### src/rtl/axis_seq_divider.sv
// Sequential radix-2 restoring divider with independent AXI-Stream dividend/divisor
// channels and a single {remainder, quotient} result stream.
module axis_seq_divider #(
  parameter int WIDTH  = 32,
  parameter bit SIGNED = 1'b1
) (
  input  logic                 aclk,
  input  logic                 aresetn,
  input  logic                 aclken,
  input  logic                 s_axis_dividend_tvalid,
  output logic                 s_axis_dividend_tready,
  input  logic [WIDTH-1:0]     s_axis_dividend_tdata,
  input  logic                 s_axis_divisor_tvalid,
  output logic                 s_axis_divisor_tready,
  input  logic [WIDTH-1:0]     s_axis_divisor_tdata,
  output logic                 m_axis_dout_tvalid,
  input  logic                 m_axis_dout_tready,
  output logic [2*WIDTH-1:0]   m_axis_dout_tdata
);

  localparam int CW = (WIDTH > 1) ? $clog2(WIDTH) : 1;

  typedef enum logic [1:0] {IDLE, CALC, DONE} state_t;

  state_t state_reg, state_next;

  logic [WIDTH-1:0]   dividend_hold_reg, divisor_hold_reg;
  logic               dividend_held_reg, divisor_held_reg;
  logic [CW-1:0]      count_reg;
  logic               iter_done_reg;
  logic [WIDTH-1:0]   rem_reg, quo_reg, div_mag_reg;
  logic               quo_neg_reg, rem_neg_reg, div_zero_reg;
  logic [2*WIDTH-1:0] dout_reg;

  logic               dividend_fire, divisor_fire, start;
  logic               dividend_neg, divisor_neg;
  logic [WIDTH:0]     shifted, diff;
  logic               trial_ok;
  logic [WIDTH-1:0]   quo_fix, rem_fix;

  function automatic logic [WIDTH-1:0] magnitude(input logic [WIDTH-1:0] v);
    return (SIGNED && v[WIDTH-1]) ? -v : v;
  endfunction

  assign s_axis_dividend_tready = (state_reg == IDLE) && !dividend_held_reg;
  assign s_axis_divisor_tready  = (state_reg == IDLE) && !divisor_held_reg;
  assign dividend_fire = aclken && s_axis_dividend_tvalid && s_axis_dividend_tready;
  assign divisor_fire  = aclken && s_axis_divisor_tvalid && s_axis_divisor_tready;
  assign start         = (state_reg == IDLE) && dividend_held_reg && divisor_held_reg;

  assign dividend_neg = SIGNED && dividend_hold_reg[WIDTH-1];
  assign divisor_neg  = SIGNED && divisor_hold_reg[WIDTH-1];

  // Trial subtraction; the extra top bit of the shifted partial remainder can exceed the divisor range.
  assign shifted  = {rem_reg, quo_reg[WIDTH-1]};
  assign diff     = shifted - {1'b0, div_mag_reg};
  assign trial_ok = shifted[WIDTH] | ~diff[WIDTH];

  assign quo_fix = div_zero_reg ? '1 : (quo_neg_reg ? -quo_reg : quo_reg);
  assign rem_fix = rem_neg_reg ? -rem_reg : rem_reg;

  assign m_axis_dout_tvalid = (state_reg == DONE);
  assign m_axis_dout_tdata  = dout_reg;

  always_ff @(posedge aclk or negedge aresetn) begin
    if (!aresetn) begin
      state_reg <= IDLE;
    end else if (aclken) begin
      state_reg <= state_next;
    end
  end

  always_comb begin
    state_next = state_reg;
    case (state_reg)
      IDLE:    if (start) state_next = CALC;
      CALC:    if (iter_done_reg) state_next = DONE;
      DONE:    if (m_axis_dout_tready) state_next = IDLE;
      default: state_next = IDLE;
    endcase
  end

  always_ff @(posedge aclk or negedge aresetn) begin
    if (!aresetn) begin
      dividend_hold_reg <= '0;
      divisor_hold_reg  <= '0;
      dividend_held_reg <= 1'b0;
      divisor_held_reg  <= 1'b0;
    end else if (aclken) begin
      if (start) begin
        dividend_held_reg <= 1'b0;
        divisor_held_reg  <= 1'b0;
      end else begin
        if (dividend_fire) begin
          dividend_hold_reg <= s_axis_dividend_tdata;
          dividend_held_reg <= 1'b1;
        end
        if (divisor_fire) begin
          divisor_hold_reg <= s_axis_divisor_tdata;
          divisor_held_reg <= 1'b1;
        end
      end
    end
  end

  // Iterations run while iter_done_reg is low; the following CALC edge only applies sign correction.
  always_ff @(posedge aclk or negedge aresetn) begin
    if (!aresetn) begin
      count_reg     <= '0;
      iter_done_reg <= 1'b0;
      rem_reg       <= '0;
      quo_reg       <= '0;
      div_mag_reg   <= '0;
      quo_neg_reg   <= 1'b0;
      rem_neg_reg   <= 1'b0;
      div_zero_reg  <= 1'b0;
      dout_reg      <= '0;
    end else if (aclken) begin
      case (state_reg)
        IDLE: begin
          if (start) begin
            quo_reg       <= magnitude(dividend_hold_reg);
            rem_reg       <= '0;
            div_mag_reg   <= magnitude(divisor_hold_reg);
            quo_neg_reg   <= dividend_neg ^ divisor_neg;
            rem_neg_reg   <= dividend_neg;
            div_zero_reg  <= (divisor_hold_reg == '0);
            count_reg     <= CW'(WIDTH - 1);
            iter_done_reg <= 1'b0;
          end
        end
        CALC: begin
          if (!iter_done_reg) begin
            rem_reg <= trial_ok ? diff[WIDTH-1:0] : shifted[WIDTH-1:0];
            quo_reg <= {quo_reg[WIDTH-2:0], trial_ok};
            if (count_reg == '0) begin
              iter_done_reg <= 1'b1;
            end else begin
              count_reg <= count_reg - 1'b1;
            end
          end else begin
            dout_reg <= {rem_fix, quo_fix};
          end
        end
        default: ;
      endcase
    end
  end

endmodule

### config.mk
export PLATFORM = sky130hd
export DESIGN_NAME = axis_seq_divider
export DESIGN_NICKNAME = d
export VERILOG_FILES = /design/src/rtl/axis_seq_divider.sv
export SDC_FILE = /design/constraint.sdc
export NUM_CORES = 1
export LEC_CHECK = 0
export BUFFER_PORTS_ARGS = -buffer_cell sky130_fd_sc_hd__buf_4
export CAP_MARGIN = 40
export CORE_UTILIZATION = 40
export CTS_BUF_LIST = sky130_fd_sc_hd__clkbuf_16
export DETAILED_ROUTE_END_ITERATION = 10
export GPL_TIMING_DRIVEN = 0
export HOLD_SLACK_MARGIN = 0.02
export PLACE_DENSITY = 0.66
export SKIP_CTS_REPAIR_TIMING = 1
export SLEW_MARGIN = 20
export SYNTH_ARGS = -nofsm -noshare
export SYNTH_HDL_FRONTEND = slang
export SYNTH_SLANG_ARGS = --single-unit
### constraint.sdc
create_clock -name aclk -period 4.85 [get_ports aclk]
set_clock_uncertainty 0.2 [all_clocks]
set_input_delay 0.97 -clock aclk [delete_from_list [all_inputs] [get_ports aclk]]
set_output_delay 0.97 -clock aclk [all_outputs]
set_load 0.01 [all_outputs]
### Word level (Yosys, flattened, before mapping)

Index checks and enable logic that the tools add are counted.

* $add $sub $neg: 6
* equal/unequal tests: 7
* mux-type cells: 28
* bitwise gates (word level): 4
* reductions and logical operators: 26

Operators with widths (number)
* two-way mux 32 bit: 10
* negation 32 bit: 4
* one-hot mux 32 bit (2 select lines): 2
* subtractor 33 x 32 -> 33 bit: 1
* logical NOT 32 bit: 1
* two-way mux 5 bit: 3
* AND reduction 3 bit: 5
* one-hot mux 5 bit (2 select lines): 1
* logical AND 1 bit: 8
* != test 2 bit (second input constant): 4
* AND reduction 4 bit: 2
* two-way mux 1 bit: 7
* two-way mux 2 bit: 3
* one-hot mux 2 bit (3 select lines): 1
* nonzero test 2 bit: 3
* logical NOT 5 bit: 1
* AND reduction 5 bit: 1
* subtractor 5 x 1 -> 5 bit (second input constant): 1
* AND reduction 2 bit: 2
* equality test 2 x 1 -> 1 bit (second input constant): 1
* equality test 2 bit (second input constant): 1
* logical NOT 1 bit: 2
* logical NOT 2 bit: 1
* != test 2 x 1 -> 1 bit (second input constant): 1
* 4 further kinds: 5

* register bits: 237
* bits of input ports: 70
* output and inout bits: 67
* word-level logic and storage cells: 85

### Logic depth before layout (Yosys ltp)

Gate-level depths: netlist of the first run.

* word-level depth: 6
* depth in mapped cells: 13
* gate-level depth less buffers: 12

### Worst setup path after synthesis of the first run

Ideal clock, no wire load.

* path kind: reg2reg
* start point: register quo_reg[10]
* end point: register dout_reg[31] (netlist: m_axis_dout_tdata[31])
* arrival: 3.151 ns
* setup slack: 1.369 ns
* cell stages (with the launch flop): 10
* path buffers: 0
* cells stage by stage: dfrtp_1 -> or4_4 -> or4_4 -> nand4bb_4 -> or4_1 -> or4_4 -> or3_1 -> a21o_1 -> a21oi_2 -> o21ai_1

* cells in the longest elaborated chain, start to end: 3

Ends and longest elaborated chain
* start, declared: RTL line 31 `logic [WIDTH-1:0] rem_reg, quo_reg, div_mag_reg;`
* start signal, assigned: RTL line 122 `quo_reg <= magnitude(dividend_hold_reg);`
* start signal, assigned: RTL line 135 `quo_reg <= {quo_reg[WIDTH-2:0], trial_ok};`
* negation 32 bit: RTL line 59 `assign quo_fix = div_zero_reg ? '1 : (quo_neg_reg ? -quo_reg : quo_reg);`
* two-way mux 32 bit (2 in a row): RTL line 59
* end signal, assigned: RTL line 142 `dout_reg <= {rem_fix, quo_fix};`
* end, declared: RTL line 33 `logic [2*WIDTH-1:0] dout_reg;`

Every way passes these cells.
A chain may end at the register's enable or synchronous reset.

### Final worst setup path of the first run

* start point: register quo_reg[31]
* end point: register rem_reg[16]

* cells in the longest elaborated chain, start to end: 6

Ends and longest elaborated chain
* subtractor 33 x 32 -> 33 bit (*): RTL line 56 `assign diff = shifted - {1'b0, div_mag_reg};`
* NOT 1 bit: RTL line 57 `assign trial_ok = shifted[WIDTH] | ~diff[WIDTH];`
* bitwise OR 1 bit: RTL line 57
* two-way mux 32 bit (*): RTL line 134 `rem_reg <= trial_ok ? diff[WIDTH-1:0] : shifted[WIDTH-1:0];`
* two-way mux 32 bit (*): RTL line 133 `if (!iter_done_reg) begin`
* one-hot mux 32 bit (2 select lines) (*): RTL line 119 `case (state_reg)`
* end signal, assigned: RTL line 134
* end, declared: RTL line 31

Mark *: on every way between the ends. The rest lies on a longest branch, timed or not. The select of a mux whose other input is x is not followed.

==> impl.org, run 1 <==
** Floorplan
- Once the floorplan was initialized, standard cells occupied between 40% and 50% of the core.
- Floorplan Core Area :: around 0.033 sq mm
- Row generation in the floorplan step produced 66 rows.
- I/O pin cnt :: around 140
- Chip width :: roughly 190 um
- The die covers 0.0343 sq mm.
- Die Y-Extent :: 185 um

** Worst setup path
- In this run the critical register-to-register path is launched from quo_reg[31].
- The slowest stage of the critical path belongs to the cell sky130_fd_sc_hd__clkbuf_1.
- Class of the most critical setup path :: flop to flop
- Biggest cell delay along the critical path :: a little over 0.6 ns
- CP delay by family, top :: compound AO/OA/AOI/OAI gates
- Biggest fanout along the worst timing path :: 10
- Counting stages on the worst path, the most repeated cell is sky130_fd_sc_hd__o21ai_0.
- CP Cell Sequence :: inv_1, ha_1, fa_1, nand2b_1, a21oi_1, o21ai_0, nand4b_1, a41oi_1, o21ai_0, clkbuf_1, mux2i_1, o21ai_0
- In this run the critical register-to-register path is captured at rem_reg[16].
- STA puts the critical path data arrival time at 4.20 ns.
- Across all register-to-register paths, the minimum setup slack is 0.84 ns.
- At the worst endpoint, the required time is 5.04 ns.
- STA classifies the critical path startpoint as a flop.
- Together, buffers and inverters on the worst path number 2.
- Logic depth of the worst path, buffers included :: 12
- Kind of end point of the critical path :: flop
- Worst reg2reg path depth :: 12

** STA
- Final period utilization :: 82.7%
- Worst-margin pin slew :: around 0.86 ns
- The worst path in the final design needs a cycle of between 4 and 5 ns, including I/O delays and setup.
- Based on the critical path, the design can be clocked at up to approximately 250 MHz.
- Worst relative slew slack :: roughly two fifths
- Number of hold-slack violations in the final timing report :: 0
- Setup repair after global routing left no endpoint under its margin.
- Setup violations remaining at the end of the flow were counted as 0.
- The number of max-slew violations in the final report is 0.
- Post-route setup TNS :: 0 ns
- Worst Setup Slack, final :: 0.839 ns

** Global route
- Largest net degree at the start of global routing :: 98
- First-pass GRT wire length :: about 56,000 um
- Residual overflow from global routing :: 0
- Antenna violations before repair :: 0
- The via count of the first global-routing pass came to 10,700.
- Global routing used between 20% and 30% of the available tracks across all layers.

** Yosys
- Counting flops with an async set or reset pin after synthesis yields a share of 100%.
- Total number of yosys warnings :: 0
- After synthesis, the netlist uses 62 different library cells.
- Synthesis-stage register bit count :: approximately 240
- After synthesis, flip-flops and latches occupy roughly 44% of the total area.
- Post-synth design cell area :: between 0.01 and 0.015 sq mm
- Number of nets produced by synthesis :: around 1,600
- After synthesis, the mean cell area works out to 9.10 sq um.
- Yosys mapped a number of flops with a built-in enable equal to 0.
- Post-synthesis instance total :: between 1,000 and 1,500
- Leading register cell type out of synthesis :: sky130_fd_sc_hd__dfrtp_1

** Detailed routing
- The detailed router placed between 10,000 and 15,000 vias in this run.
- Vias per cell :: roughly 5.4
- Average wire per standard cell :: between 15 and 20 um
- Overall routed net length :: 34,900 um
- In this run the remaining antenna-violating nets after routing total 0.
- The first detailed-routing pass took 5 iterations.
- Drt first-iter violations :: approximately 780
- Post-detailed-route DRC marker count :: 0

** Power
- The design draws ~12 mW.
- Pwr Density :: ~780 mW/mm^2
- Static power due to leakage :: slightly above 7 nW
- Peak supply drop :: roughly 0.33 mV

** Place
- Worst slack after detailed placement :: ~0.97 ns
- Port Buffer Count :: 136
- Half-perimeter wire length after detailed placement :: roughly 27,000 um
- Global placer's final weighted congestion :: between 0.8 and 0.9

** Clock tree
- The cell sitting at the root of the clock tree is a sky130_fd_sc_hd__clkbuf_16.
- Number of buffers between clock root and the deepest sink :: 3
- CTS HTree Levels :: 1
- Source-to-sink clock delay at the later pin of the worst-skew pair :: about 0.53 ns
- After clock tree synthesis, the clock-pin slew on the worst setup and hold paths is 0.06 ns.
- Number of sinks handled by clock tree synthesis :: 237
- TritonCTS clock tree :: built
- Counting the buffers created by CTS gives 27.

** Flow run
- Max-cap violations in this run came to 0.

** Final layout
- Largest register FFs :: 64
- The post-route netlist has between 10 and 15% of its cells at a drive strength greater than 1.
- Leading cell types in the layout, fill and taps excluded :: 237 x sky130_fd_sc_hd__dfrtp_1, 213 x sky130_fd_sc_hd__nand2_1, 199 x sky130_fd_sc_hd__o21ai_0
- The number of antenna diodes in the final layout is 0.
- The library cell used most frequently in the layout, excluding fill and tap cells, is sky130_fd_sc_hd__dfrtp_1.
- In the final design database the tool counted approximately 1,800 nets.
- Relative to the synthesized area, the layout overhead comes to 18.5%.

** Run status
- Run status :: complete, no violations

** Worst hold path
- The tightest min-delay check is of the input pin to asynchronous set/reset pin type.
-- per-layer routing --
| layer | up-vias | wire (um) | GRT usage, % |
|---|---|---|---|
| met5 | - | 0 | 0 |
| met4 | 0 | 800 | 5.92 |
| met3 | 49 | 2110 | 2.46 |
| met2 | 360 | 14900 | 30.4 |
| met1 | 5347 | 17100 | 30.8 |
| li1 | 5559 | - | - |
-- worst max-delay path by stage --
stage                startpoint                     to  slack [ns]
finish              quo_reg[31]            rem_reg[16]        0.84
global route        quo_reg[31]            rem_reg[20]        0.58
CTS                 quo_reg[31]            rem_reg[16]        0.93
detailed placement  quo_reg[31]            rem_reg[18]        0.97
global placement        aresetn   m_axis_dout_tdata[8]        0.81
floorplan           quo_reg[10]  m_axis_dout_tdata[31]        1.37
-- cell type report --
| type | count | area (sq um) |
|---|---|---|
| tap | 442 | 553 |
| fill | 3099 | 16900 |
| timing repair buffer | 138 | 1080 |
| inverter | 52 | 195 |
| buffer | 75 | 283 |
| clock buffer | 27 | 676 |
| multi-input combinational | 1113 | 7030 |
| clock inverter | 21 | 168 |
| sequential | 237 | 5930 |
-- synthesized netlist by cell type (13+ instances only) --
cell type                  count  area [sq um]
sky130_fd_sc_hd__a21oi_1      95           475
sky130_fd_sc_hd__clkbuf_1     67           251
sky130_fd_sc_hd__dfrtp_1     237          5930
sky130_fd_sc_hd__ha_1         38           475
sky130_fd_sc_hd__inv_1        52           195
sky130_fd_sc_hd__mux2_2       59           664
sky130_fd_sc_hd__mux2i_1      13           130
sky130_fd_sc_hd__nand2_1     213           800
sky130_fd_sc_hd__nand2b_1     13          81.3
sky130_fd_sc_hd__nand3_1      20           100
sky130_fd_sc_hd__nor2_1       94           353
sky130_fd_sc_hd__nor3_1       13          65.1
sky130_fd_sc_hd__nor4_1       13          81.3
sky130_fd_sc_hd__o211ai_1     13          97.6
sky130_fd_sc_hd__o21ai_0     199           996
sky130_fd_sc_hd__o31ai_1      27           203
sky130_fd_sc_hd__o41ai_1      16           140
sky130_fd_sc_hd__or3_1        19           119
sky130_fd_sc_hd__or4_1        17           128
sky130_fd_sc_hd__xnor2_1      39           342
sky130_fd_sc_hd__xor2_1      106           928
-- metrics by stage --
step / hold slack (ns) / util [%] / instances / cell area (sq um)
floorplan: 0.250 / - / 1477 / 13400
global placement: 0.257 / 45.8 / 2055 / 15000
detailed placement: 0.263 / 46.0 / 2057 / 15100
CTS: 0.128 / 48.5 / 2105 / 15900
global route: 0.150 / 48.5 / 2105 / 15900
finish: 0.136 / 48.5 / 2105 / 15900
-- worst reg2reg max path: cells and delay by family (launching register included) --
family	cells	cell delay, ns
multiplexers	1	0.25
adder cells (fa/ha/maj)	2	0.62
AO/OA/AOI/OAI	5	1.17
buffers and inverters	2	0.76
AND/OR/NAND/NOR	2	0.41
flip-flops	1	0.45
-- power by group --
group / switching [mW] / leakage, nW / internal [mW] / total (mW)
registers: 0.999 / 2.94 / 2.86 / 3.86
clock network: 0.793 / 0.434 / 1.16 / 1.95
logic: 3.76 / 3.73 / 2.78 / 6.54
-- cell families after synthesis --
family                   share of synthesized area [%]
AND/OR/NAND/NOR                                   15.1
AO/OA/AOI/OAI                                     18.1
flip-flops                                        44.1
XOR/XNOR                                          9.45
buffers and inverters                             3.56
multiplexers                                      5.91
adder cells (fa/ha/maj)                           3.69
Note: power is estimated with default switching activity, not from simulation.
==> run 2: changes to the inputs <==
Settings changed: PLACE_DENSITY 0.66 to 0.68.
Clock period 4.85 ns to 3.4 ns, I/O delays scaled along.
==> run 2 against run 1 <==
The run now ends with negative setup slack left. Largest cell class unchanged. Worst hold slack improved by 0.024 ns. Sequential power increased by 43%. Core utilization increased by 0.60 points. Sequential cell count unchanged. Via count decreased by 0.13%. Critical path type unchanged. Global-route usage increased by 0.31 points. Non-clock buffer count increased by 7. First-iteration DRC count increased by 8.6%. Critical path depth decreased by 3. Register-to-register slack got worse by 1.0 ns. Critical endpoint is now m_axis_dout_tdata[31]. Largest power group unchanged. Die area unchanged.
==> impl.org, run 2 (same netlist as run 1, synthesis figures left out) <==
** Run status
- Run status :: finished with violations
- Failing checks :: negative setup slack

** STA
- The total negative setup slack came to -0.217 ns (-0.217 ns).
- The shortest period the worst path allows was 3.59 ns (-0.422 ns).
- Post-Route Hold Slack :: 0.160 ns (+0.0242 ns)
- Worst relative slew slack :: 49.0% (+7.0 points)
- Setup repair after global routing could not meet its margin everywhere.
- Count of final max-slew check failures :: 0 (unchanged)
- Max Clock Freq :: 279 MHz (+12%)
- Worst Setup Slack, final :: -0.189 ns (-1.03 ns)
- Number of hold-slack violations in the final timing report :: 0 (unchanged)
- Worst-margin pin slew :: 0.745 ns (-0.114 ns)
- Final period utilization :: 106% (+23 points)
- The number of setup violations in the final report was 2 (+2).

** Final layout
- Leaving out fill and tap cells, the most frequent cell in the layout is sky130_fd_sc_hd__dfrtp_1.
- The number of flip-flops under the largest register name is 64 (unchanged).
- Non-filler instance count after layout :: 2,113 (+0.38%)
- Final design utilization :: 49.1% (+0.60 points)
- The number of nets in the finished design is 1,760 (+0.40%).
- Area of all placed cells without fillers :: 0.0161 sq mm (+1.2%)
- Leading cell types in the layout, fill and taps excluded :: 233 x sky130_fd_sc_hd__dfrtp_1, 213 x sky130_fd_sc_hd__nand2_1, 195 x sky130_fd_sc_hd__o21ai_0
- From synthesis to final layout, the design area changed by 19.9%.
- The layout cell share with drive strength beyond 1 came to 17.1% (+2.2 points).
- Antenna fix cells :: 0 (unchanged)

** Clock tree
- Number of buffers between clock root and the deepest sink :: 3 (unchanged)
- The later-pin clock latency in the skew report was 0.54 ns (about the same).
- TritonCTS clock tree :: built
- The total clock buffers created by CTS was 27 (unchanged).
- The count of clock tree sinks is 237 (unchanged).
- Clock slew at reported path FFs :: 0.06 ns (about the same)
- CTS placed an instance of sky130_fd_sc_hd__clkbuf_16 at the clock tree root.
- CTS HTree Levels :: 1 (unchanged)

** Worst hold path
- The path with the worst hold slack has its endpoint at dividend_hold_reg[0].
- The worst hold path belongs to the class input pin to flop.
- Counting instances, the worst hold path has a depth of 3.
- Worst Min Path Start :: s_axis_dividend_tdata[0]

** Global route
- The met3 layer usage reported by global route is 2.54% (+0.079 points).
- Antenna violations before repair :: 0 (unchanged)
- Global routing's busiest layer :: met2
- Via count of the first global-routing pass :: 11,000 (+2.7%)
- Met2 demand-to-capacity share in global routing :: 31.9% (+1.6 points)
- First-pass GRT wire length :: 57,300 um (+1.8%)
- Global-route met1 utilization :: 30.6% (-0.19 points)
- The maximum number of pins on one net before global-route repair was 102 (+4.1%).
- The leftover overflow at the end of global routing came to 0 (unchanged).
- The aggregate global-route resource usage is 20.7% (+0.31 points).

** Power
- Cell-internal power :: 9.80 mW (+44%)
- The sequential cell fraction of total power is 30.8% (-0.5 points).
- The total power density per cell area came to 1110 mW/mm^2 (+43%).
- The power spent charging and discharging nets came to 8.14 mW (+47%).
- The leakage dissipation was 7.16 nW (+0.79%).
- The switching portion of total power came to 45.4% (+0.43 points).
- The portion of total power attributed to combinational logic was 53.7% (+0.8 points).
- Peak supply drop :: 0.454 mV (+39%)
- Fraction of power consumed by the clock network :: 15.5% (-0.3 points)

** Floorplan
- Die Y-Extent :: 185 um (unchanged)
- Initial standard-cell utilization of the core :: 41.0% (unchanged)
- Die Footprint :: 0.0343 sq mm (unchanged)
- The placeable core region came to 0.0328 sq mm (unchanged).
- The I/O pin total came to 137 (unchanged).
- Chip width :: 185 um (unchanged)
- The number of core rows came to 66 (unchanged).

** Place
- The cell area after placement was 0.0151 sq mm (unchanged).
- Cells after DPL :: 2,057 (unchanged)
- Port Buffer Count :: 136 (unchanged)
- Half-perimeter wire length after detailed placement :: 26,900 um (-0.17%)
- Global placer's final weighted congestion :: 0.903 (+2.2%)

** Worst setup path
- Worst reg2reg path depth :: 9 (-3)
- Data required time at the worst endpoint :: 3.61 ns (-1.43 ns)
- The worst reg-to-reg setup slack came to -0.19 ns (-1.03 ns).
- The data arrival time of the critical path is 3.80 ns (-0.40 ns).
- The maximum fanout along the worst path came to 6 (-4).
- The worst register-to-register path ends at m_axis_dout_tdata[31].
- The worst setup path is captured at a flop.
- Class of the most critical setup path :: flop to flop
- The worst register-to-register path begins at quo_reg[8].
- Worst Setup Start Kind :: flop

** Detailed routing
- The detailed-route via count was 11,300 (-0.13%).
- The number of nets still failing antenna checks after routing was 0 (unchanged).
- The number of violations reported at the end of detailed-routing iteration 0 was 848 (+8.6%).
- The number of detailed-routing iterations run before antenna repair was 6 (+1).
- Vias per cell :: 5.35 (-0.51%)
- The total DRC errors in the routed layout came to 0 (unchanged).
- Average wire per standard cell :: 16.6 um (+0.10%)
- Overall routed net length :: 35,000 um (+0.48%)

** Flow run
- The number of max-cap violations is 0 (unchanged).
## run 2: cell count changes in the layout (fill, tap and decap cells not counted), sizes merged
cell         delta
clkbuf          -1
bufinv          -1
inv             -2
dlygate4sd3     +1
clkinvlp        +2
clkinv          +2
buf             +7
## run 2: how the worst max path moves through the flow
stage          slack (ns)                    end        start
3_5_place_dp        -0.47            rem_reg[16]  quo_reg[31]
4_1_cts             -0.48            rem_reg[16]  quo_reg[31]
6_report            -0.19  m_axis_dout_tdata[31]   quo_reg[8]
3_3_place_gp        -0.48            rem_reg[31]  quo_reg[31]
5_1_grt             -0.30  m_axis_dout_tdata[31]  quo_reg[10]
2_1_floorplan       -0.08  m_axis_dout_tdata[31]  quo_reg[10]
## run 2: per-stage QoR
step	total power [mW]	setup slack [ns]
global placement	14.5	-0.476
detailed placement	14.8	-0.473
floorplan	11.9	-0.0810
finish	17.9	-0.189
CTS	17.6	-0.485
global route	19.5	-0.300
## run 2: layout make-up
class | count | area, sq um
multi-input combinational | 1113 | 7150
inverter | 52 | 195
buffer | 75 | 300
clock inverter | 22 | 165
clock buffer | 27 | 676
timing repair buffer | 145 | 1140
tap | 442 | 553
sequential | 237 | 5940
fill | 3095 | 16700
## run 2: power by group through the flow
stage | logic [mW] | clock network [mW] | registers, mW
4_1_cts | 9.34 | 2.83 | 5.47
2_1_floorplan | 6.70 | 0 | 5.23
6_report | 9.63 | 2.78 | 5.53
3_3_place_gp | 9.10 | 0 | 5.43
5_1_grt | 10.8 | 2.94 | 5.73
3_5_place_dp | 9.29 | 0 | 5.51
## run 2: critical path, stage by stage, from the launching register on
cell	delay, ns
sky130_fd_sc_hd__dfrtp_2	0.46
sky130_fd_sc_hd__or4_4	0.51
sky130_fd_sc_hd__or4_4	0.43
sky130_fd_sc_hd__nand4bb_4	0.21
sky130_fd_sc_hd__or4_4	0.45
sky130_fd_sc_hd__or4_4	0.44
sky130_fd_sc_hd__or3_4	0.38
sky130_fd_sc_hd__a21o_1	0.19
sky130_fd_sc_hd__a21oi_2	0.13
sky130_fd_sc_hd__o21ai_1	0.06
## run 2: routing by layer
| layer | routed length [um] | part of all wire (%) | vias up |
|---|---|---|---|
| met5 | 0 | 0 | - |
| met4 | 706 | 2.0 | 0 |
| li1 | - | - | 5560 |
| met1 | 17000 | 49 | 5368 |
| met3 | 1940 | 5.5 | 48 |
| met2 | 15400 | 44 | 324 |
